<file path="src/rtl/ram_byte_write_packer.sv">
`default_nettype none
// ---------------------------------------------------------------------------
// ram_byte_write_packer : merges byte writes into word writes with byte enables
// Rev 1.0
// ---------------------------------------------------------------------------
module ram_byte_write_packer #(
  parameter int ADDR_W  = 8,
  parameter int TIMEOUT = 16
) (
  input  logic              clk,
  input  logic              rst,
  input  logic              in_valid,
  output logic              in_ready,
  input  logic [ADDR_W+1:0] in_addr,
  input  logic [7:0]        in_data,
  input  logic              flush,
  output logic              wr_en,
  output logic [3:0]        byte_en,
  output logic [ADDR_W-1:0] wr_addr,
  output logic [31:0]       wr_data,
  output logic              busy
);

  localparam int             CNT_W     = $clog2(TIMEOUT + 1);
  localparam logic [CNT_W-1:0] C_TIMEOUT = CNT_W'(TIMEOUT);

  typedef enum logic [0:0] {
    S_EMPTY = 1'b0,
    S_FILL  = 1'b1
  } state_t;

  state_t            r_state;
  logic [ADDR_W-1:0] r_buf_addr;
  logic [31:0]       r_buf_data;
  logic [3:0]        r_buf_en;
  logic [CNT_W-1:0]  r_tcnt;
  logic              r_flush_pend;

  logic              w_accept;
  logic              w_fill;
  logic [ADDR_W-1:0] w_word;
  logic [1:0]        w_lane;
  logic [3:0]        w_lane_en;
  logic [31:0]       w_lane_data;
  logic [31:0]       w_lane_mask;
  logic              w_mismatch;
  logic              w_hit;
  logic [3:0]        w_merged_en;
  logic [31:0]       w_merged_data;
  logic [ADDR_W-1:0] w_merged_addr;
  logic [CNT_W-1:0]  w_tcnt_inc;
  logic              w_timeout;
  logic              w_write_merged;

  assign w_accept    = in_valid & in_ready;
  assign w_fill      = (r_state == S_FILL);
  assign w_word      = in_addr[ADDR_W+1:2];
  assign w_lane      = in_addr[1:0];
  assign w_lane_en   = 4'b0001 << w_lane;
  assign w_lane_data = {24'b0, in_data} << {w_lane, 3'b000};
  assign w_lane_mask = {{8{w_lane_en[3]}}, {8{w_lane_en[2]}},
                        {8{w_lane_en[1]}}, {8{w_lane_en[0]}}};

  // A byte for another word flushes the old word; anything else merges (or loads when empty).
  assign w_mismatch = w_accept & w_fill & (w_word != r_buf_addr);
  assign w_hit      = w_accept & ~w_mismatch;

  assign w_merged_en   = (w_fill ? r_buf_en : 4'b0) | (w_hit ? w_lane_en : 4'b0);
  assign w_merged_data = ((w_fill ? r_buf_data : 32'b0) & ~(w_hit ? w_lane_mask : 32'b0))
                       | (w_hit ? w_lane_data : 32'b0);
  assign w_merged_addr = (w_fill || !w_accept) ? r_buf_addr : w_word;

  // The counter counts idle FILL cycles; the write fires on the cycle it would reach TIMEOUT.
  assign w_tcnt_inc = r_tcnt + 1'b1;
  assign w_timeout  = w_fill & ~w_accept & (w_tcnt_inc == C_TIMEOUT);

  assign w_write_merged = ~w_mismatch & (|w_merged_en)
                        & ((&w_merged_en) | flush | r_flush_pend | w_timeout);

  assign busy = w_fill | r_flush_pend | wr_en;

  always_ff @(posedge clk or posedge rst) begin
    if (rst) begin
      r_state      <= S_EMPTY;
      r_buf_addr   <= '0;
      r_buf_data   <= '0;
      r_buf_en     <= '0;
      r_tcnt       <= '0;
      r_flush_pend <= 1'b0;
      in_ready     <= 1'b0;
      wr_en        <= 1'b0;
      byte_en      <= '0;
      wr_addr      <= '0;
      wr_data      <= '0;
    end else begin
      in_ready     <= 1'b1;
      wr_en        <= 1'b0;
      r_flush_pend <= 1'b0;
      if (w_mismatch) begin
        wr_en        <= 1'b1;
        byte_en      <= r_buf_en;
        wr_addr      <= r_buf_addr;
        wr_data      <= r_buf_data;
        r_buf_addr   <= w_word;
        r_buf_en     <= w_lane_en;
        r_buf_data   <= w_lane_data;
        r_tcnt       <= '0;
        r_state      <= S_FILL;
        // The new byte is still owed a write if a flush arrived alongside it.
        r_flush_pend <= flush;
      end else if (w_write_merged) begin
        wr_en      <= 1'b1;
        byte_en    <= w_merged_en;
        wr_addr    <= w_merged_addr;
        wr_data    <= w_merged_data;
        r_buf_en   <= '0;
        r_buf_data <= '0;
        r_tcnt     <= '0;
        r_state    <= S_EMPTY;
      end else begin
        r_buf_addr <= w_merged_addr;
        r_buf_en   <= w_merged_en;
        r_buf_data <= w_merged_data;
        r_tcnt     <= (w_fill && !w_accept) ? w_tcnt_inc : '0;
        r_state    <= (|w_merged_en) ? S_FILL : S_EMPTY;
      end
    end
  end

endmodule
`default_nettype wire
</file>
<file path="config.mk">
export PLATFORM = sky130hd
export DESIGN_NAME = ram_byte_write_packer
export DESIGN_NICKNAME = d
export VERILOG_FILES = /design/src/rtl/ram_byte_write_packer.sv
export SDC_FILE = /design/constraint.sdc
export NUM_CORES = 1
export LEC_CHECK = 0
export CAP_MARGIN = 5
export CORE_MARGIN = 5
export CORE_UTILIZATION = 58
export CTS_CLUSTER_DIAMETER = 100
export DETAILED_ROUTE_END_ITERATION = 16
export PLACE_DENSITY_LB_ADDON = 0.1
export SKIP_LAST_GASP = 1
export SYNTH_ARGS = -nofsm -noshare
export SYNTH_HDL_FRONTEND = slang
export SYNTH_SLANG_ARGS = --single-unit
</file>
<file path="constraint.sdc">
create_clock -name clk -period 6.1 [get_ports clk]
set_clock_uncertainty 0.05 [all_clocks]
set_input_delay 0.915 -clock clk [delete_from_list [all_inputs] [get_ports clk]]
set_output_delay 0.915 -clock clk [all_outputs]
set_load 0.05 [all_outputs]
</file>
==> results of run 1 <==
==> metal layers <==
| metal | share of wire (%) | global-route usage (%) | routed length (um) |
|---|---|---|---|
| met4 | 1.4 | 6.72 | 146 |
| met2 | 47 | 34.0 | 4860 |
| met3 | 5.4 | 3.40 | 563 |
| met1 | 46 | 31.6 | 4760 |
| met5 | 0 | 0 | 0 |
==> through the flow <==
step	utilization, %	hold WS, ns	total power [mW]	area, um^2	std cells
6_report	70.6	0.465	1.91	5430	573
5_1_grt	70.6	0.476	2.00	5430	573
4_1_cts	70.6	0.467	1.92	5430	573
3_5_place_dp	68.3	0.443	1.54	5250	557
3_3_place_gp	68.3	0.438	1.53	5250	557
2_1_floorplan	-	0.415	1.31	4560	417
==> cell type report <==
type,instances,area [um^2],share of cell area (%)
Inverter,3,12.5,0.230
Clock buffer,10,128,2.35
Timing Repair Buffer,73,718,13.2
Sequential cell,97,2430,44.7
Multi-Input combinational cell,282,1970,36.2
Tap cell,102,128,2.35
Clock inverter,6,50.0,0.922
==> flip-flops by register name (all words and copies together) (netlist names) <==
register	cells
wr_en	1
r_tcnt	5
r_buf_addr	8
in_ready	1
wr_data	32
r_buf_data	32
byte_en	4
r_flush_pend	1
r_state	1
r_buf_en	4
wr_addr	8
==> power by group through the flow <==
stage	Clock (mW)	Sequential [mW]	Combinational, mW
after global placement	0	0.818	0.710
after CTS	0.391	0.812	0.719
after floorplan	0	1.09	0.215
final	0.384	0.811	0.713
after detailed placement	0	0.823	0.717
after global routing	0.418	0.826	0.752
==> worst max-delay path, stage by stage <==
cell             delay, ns
clkdlybuf4s50_1       0.51
nand2_1               0.29
and4_1                0.33
a311o_1               0.31
o21bai_4              0.21
a21boi_4              0.15
nor2_1                0.69
inv_2                 0.51
mux2_2                0.40
==> path summary, 6_finish.rpt <==
check / startpoint / end / slack, ns / cells after the start
setup / recovery: in_valid / wr_data[2]$_DFFE_PP0P_ / 1.97 / 9
hold / removal: r_buf_data[27]$_DFF_PP0_ / r_buf_data[27]$_DFF_PP0_ / 0.47 / 1
setup reg to reg: in_ready$_DFF_PP0_ / wr_data[2]$_DFFE_PP0P_ / 2.63 / 8
hold reg to reg: r_buf_data[27]$_DFF_PP0_ / r_buf_data[27]$_DFF_PP0_ / 0.47 / 1
max in group asynchronous: rst / wr_data[14]$_DFFE_PP0P_ / 3.96 / 3
min in group asynchronous: rst / r_buf_addr[7]$_DFFE_PP0P_ / 0.83 / 2
==> placed cells by master, fill, tap and decap left out, drive strengths merged, types with 2 or more instances in the layout <==
master	n
a21boi	2
buf	5
nor2	16
nor3	19
a31oi	16
and2	3
nor2b	2
clkbuf	10
nor3b	6
o21bai	2
nand3b	2
xnor2	10
o31ai	4
mux2	24
a21oi	6
clkinvlp	2
nand4	3
a311o	2
nor4b	2
a221o	11
clkinv	3
and3	2
nand2	54
a32o	8
nand3	20
ha	2
inv	4
dfrtp	97
a22o	32
and4	4
a21o	2
clkdlybuf4s50	68
o21ai	16
==> kinds of logic (layout without fill, tap and decap cells) <==
group / after synthesis / in the layout
and+or+nand+nor: 136 / 136
AOI/OAI and AO/OA: 107 / 107
DFF: 97 / 97
buffers and inverters: 38 / 92
muxes: 25 / 25
xor gates and xnor gates: 11 / 11
adders and majority gates: 2 / 2
other: 1 / 1
==> impl_metrics.yaml, run 1 <==
run_status:
  status: "complete, no violations"
cts:
  cts_tree: "done"
  clkLatencyLatePin_ns: 0.36
  post_cts_resized: 0
  cts_buffers: 9
  post-cts-setup-buffers: 0
  root_buffer: "clkbuf_8"
  holdBufCountCts: 0
  htree_levels: 3
  cts_max_path_buffers: 2
  path_clk_slew_ns: 0.10
  clkSinkCount: 97
floorplan:
  die_w_um: 98.7
  fp.dieH_um: 98.7
  start_util_pct: 59.4
  fp-row-count: 32
  core_um2: 7690
  die-area_um2: 9740
  pin_count: 69
yosys:
  yosysSeqAreaShare_pct: 53.2
  ys_ff_latch: 97
  ys_warn_count: 0
  synth_fa_ha_area_share_pct: 0.548
  ys_async_sr_fraction_pct: 100
  synth_top_area_share_pct: 53.2
  syn-instance-count: 417
  synth_edf_count: 0
  synth_ff_type: "dfrtp_1"
  synth_nets: 441
  synth_top_area_cell: "dfrtp_1"
  ys_top_cells_by_count: "97 x dfrtp_1, 54 x nand2_1, 32 x a22o_1, 24 x mux2_2, 20 x nand3_1"
  synthMuxAreaShare_pct: 6.14
  synth_area_leaders: "dfrtp_1 53%, a22o_1 6.1%, mux2_2 5.9%, nand2_1 4.4%, a221o_1 2.4%"
  synthXorXnorAreaFrac_pct: 2.11
  avgSynthCellArea_um2: 10.9
  synth-simple-area-share_pct: 15.1
  synth_area_um2: 4560
  synth_top_family_by_area: "compound AO/OA/AOI/OAI gates"
  synth.distinct_cells: 54
  synth.most_common_cell: "dfrtp_1"
  synth_compound_area_share_pct: 19.0
timing:
  tns_ns: 0
  fin_crit_ns: 4.13
  rsz0062_at_grt: "false"
  fmaxAchievable_ghz: 0.242
  worst_pin_slew_ns: 1.11
  finalHoldViolCount: 0
  post-route-period-util_pct: 67.7
  drv_slew: 0
  finalSetupViolCount: 0
  finalWorstSetupSlack_ns: 1.97
  relSlewSlack_pct: 25.6
power_and_ir_drop:
  pwr-share-comb_pct: 37.4
  p_per_area_nw_per_um2: 351
  switching_share_pct: 39.7
  power.internal_mw: 1.15
  p_sw_mw: 0.758
  p_seq_share_pct: 42.5
  p_leak_nw: 2.32
  ir_drop_mv: 0.221
  p_clk_share_pct: 20.1
setup_path:
  crit_type: "input port to flip-flop"
  worstSetupEndpointType: "flip-flop"
  cp.required_ns: 6.30
  crit_arrival_ns: 4.33
  start_kind: "input port"
  crit_fanout: 35
detailed_routing:
  viasPerCell: 6.10
  vias: 3497
  drcViolationCount: 0
  dr.pass1.iters: 5
  drt_wl_total_um: 10300
  wl_per_cell_um: 18.0
  ant_nets: 0
  first_iter_violations: 203
global_routing:
  grt-ovfl-total: 0
  antenna_found_initial: 0
  grt_pass1_wl_um: 17000
  grt_max_degree: 71
  grt_pass1_vias: 3336
  grt_usage_pct: 21.7
worst_hold_path:
  hold_class: "flip-flop to flip-flop"
place:
  dp_hpwl_um: 6850
  port-buffer-count: 68
  gp_congestion: 0.928
  dp_slack_ns: 1.64
cells_and_area:
  nNetsFinal: 490
  drive_gt1_share_pct: 12.1
  nFillCells: 606
  antenna_cells: 0
  syn_to_final_growth_pct: 19.0
job:
  cap_viol_max_count: 0
Note: power is estimated with default switching activity, not from simulation.
==> inputs of run 2 (changes only) <==
CORE_UTILIZATION = 54   (was 58)
clock period = 4.19 ns   (was 6.1 ns; I/O delays follow)
==> impl_metrics.yaml, run 2 (synthesized netlist as in run 1, its figures left out) <==
run_status:
  status: "complete, no violations"
cts:
  htree_levels: 3
  clkSinkCount: 97
  post-cts-setup-buffers: 0
  root_buffer: "clkbuf_8"
  path_clk_slew_ns: 0.09
  cts_tree: "done"
  clkLatencyLatePin_ns: 0.35
  holdBufCountCts: 0
  cts_buffers: 9
  post_cts_resized: 0
  cts_max_path_buffers: 2
timing:
  rsz0062_at_grt: "false"
  tns_ns: 0
  fmaxAchievable_ghz: 0.279
  relSlewSlack_pct: 21.2
  worst_pin_slew_ns: 1.18
  finalHoldViolCount: 0
  finalSetupViolCount: 0
  post-route-period-util_pct: 85.5
  fin_crit_ns: 3.58
  drv_slew: 0
setup_path:
  cpMaxStageDelayCell: "inv_2"
  cp.required_ns: 4.38
  cpPeakStageDelay_ns: 0.56
  start_kind: "input port"
  crit_type: "input port to flip-flop"
  path_cells: "clkdlybuf4s50_1 -> nand2_1 -> nor3b_2 -> o211ai_1 -> o21bai_4 -> a21boi_4 -> nor2_1 -> inv_2 -> mux2_2"
  cpLargestDelayFamily: "buffers and inverters"
  crit_arrival_ns: 3.77
  cp.buffers_inverters: 2
  crit_fanout: 35
  worstSetupEndpointType: "flip-flop"
cells_and_area:
  nNetsFinal: 495
  stdcell_count: 580
  fin_util_pct: 67.0
  seq_area_um2: 2430
  final_area_um2: 5510
  final_common_cell: "dfrtp_1"
  reg_top3: "r_buf_data (32), wr_data (32)"
  antenna_cells: 0
  final_cell_mix: "97 x dfrtp_1, 68 x clkdlybuf4s50_1, 54 x nand2_1"
  nFillCells: 662
  syn_to_final_growth_pct: 20.7
  multi_input_area_um2: 1970
  drive_gt1_share_pct: 13.1
power_and_ir_drop:
  ir_drop_mv: 0.342
  p_leak_nw: 2.36
  p_per_area_nw_per_um2: 524
global_routing:
  grt_usage_pct: 22.2
  grt_max_degree: 62
  grt_pass1_wl_um: 18000
  antenna_found_initial: 0
  grt_pass1_vias: 3454
  grt-ovfl-total: 0
place:
  dp_cells: 565
  place_area_um2: 5290
  port-buffer-count: 68
  dp_hpwl_um: 7340
  gp_congestion: 0.839
detailed_routing:
  vias: 3565
  drt_wl_total_um: 11000
  drcViolationCount: 0
  wl_per_cell_um: 18.9
  dr.pass1.iters: 4
  first_iter_violations: 207
  viasPerCell: 6.15
  ant_nets: 0
floorplan:
  die-area_um2: 10400
  start_util_pct: 55.5
  fp-row-count: 33
  fp.dieH_um: 102
  pin_count: 69
  core_um2: 8220
  die_w_um: 102
job:
  cap_viol_max_count: 0
worst_hold_path:
  hold_class: "flip-flop to flip-flop"
run 2: report_power, final:
group	internal [mW]	switching, mW	leakage [nW]
registers	1.08	0.0981	1.27
clock network	0.335	0.324	0.0979
logic	0.373	0.673	0.990
total	1.79	1.10	2.36
run 2: path summary, 6_finish.rpt:
kind                                           end  slack [ns]  cells after the start                start
min in group asynchronous   wr_addr[7]$_DFFE_PP0P_        0.77                      2                  rst
max                         wr_data[4]$_DFFE_PP0P_        0.61                      9             in_valid
max in group asynchronous  wr_data[11]$_DFFE_PP0P_        2.46                      3                  rst
max reg2reg                 wr_data[4]$_DFFE_PP0P_        0.79                      5    r_state$_DFF_PP0_
min                            r_tcnt[0]$_DFF_PP0_        0.45                      1  r_tcnt[0]$_DFF_PP0_
min reg2reg                    r_tcnt[0]$_DFF_PP0_        0.45                      1  r_tcnt[0]$_DFF_PP0_
run 2: cell type report:
type,instances,share of cell area [%]
clock buffers,9,2.25
clock inverters,6,1.66
inverters,3,0.227
multi-input cells,282,35.7
flip-flops and latches,97,44.1
well taps,105,2.38
repair buffers,78,13.7
run 2: per-layer routing:
| layer | up-vias | global-route usage [%] | wire, um | share of wire [%] |
|---|---|---|---|---|
| li1 | 1653 | - | - | - |
| met5 | - | 0 | 0 | 0 |
| met2 | 100 | 34.3 | 5170 | 47 |
| met1 | 1802 | 32.6 | 5080 | 46 |
| met4 | 0 | 6.05 | 115 | 1.0 |
| met3 | 10 | 3.82 | 616 | 5.6 |
run 2: metrics by stage:
| stage | hold WS, ns | power (mW) | worst slack, ns |
|---|---|---|---|
| 6_report | 0.455 | 2.89 | 0.608 |
| 5_1_grt | 0.485 | 3.02 | 0.436 |
| 4_1_cts | 0.458 | 2.91 | 0.620 |
| 3_5_place_dp | 0.442 | 2.25 | 0.242 |
| 3_3_place_gp | 0.435 | 2.24 | 0.272 |
| 2_1_floorplan | 0.415 | 1.90 | 0.978 |
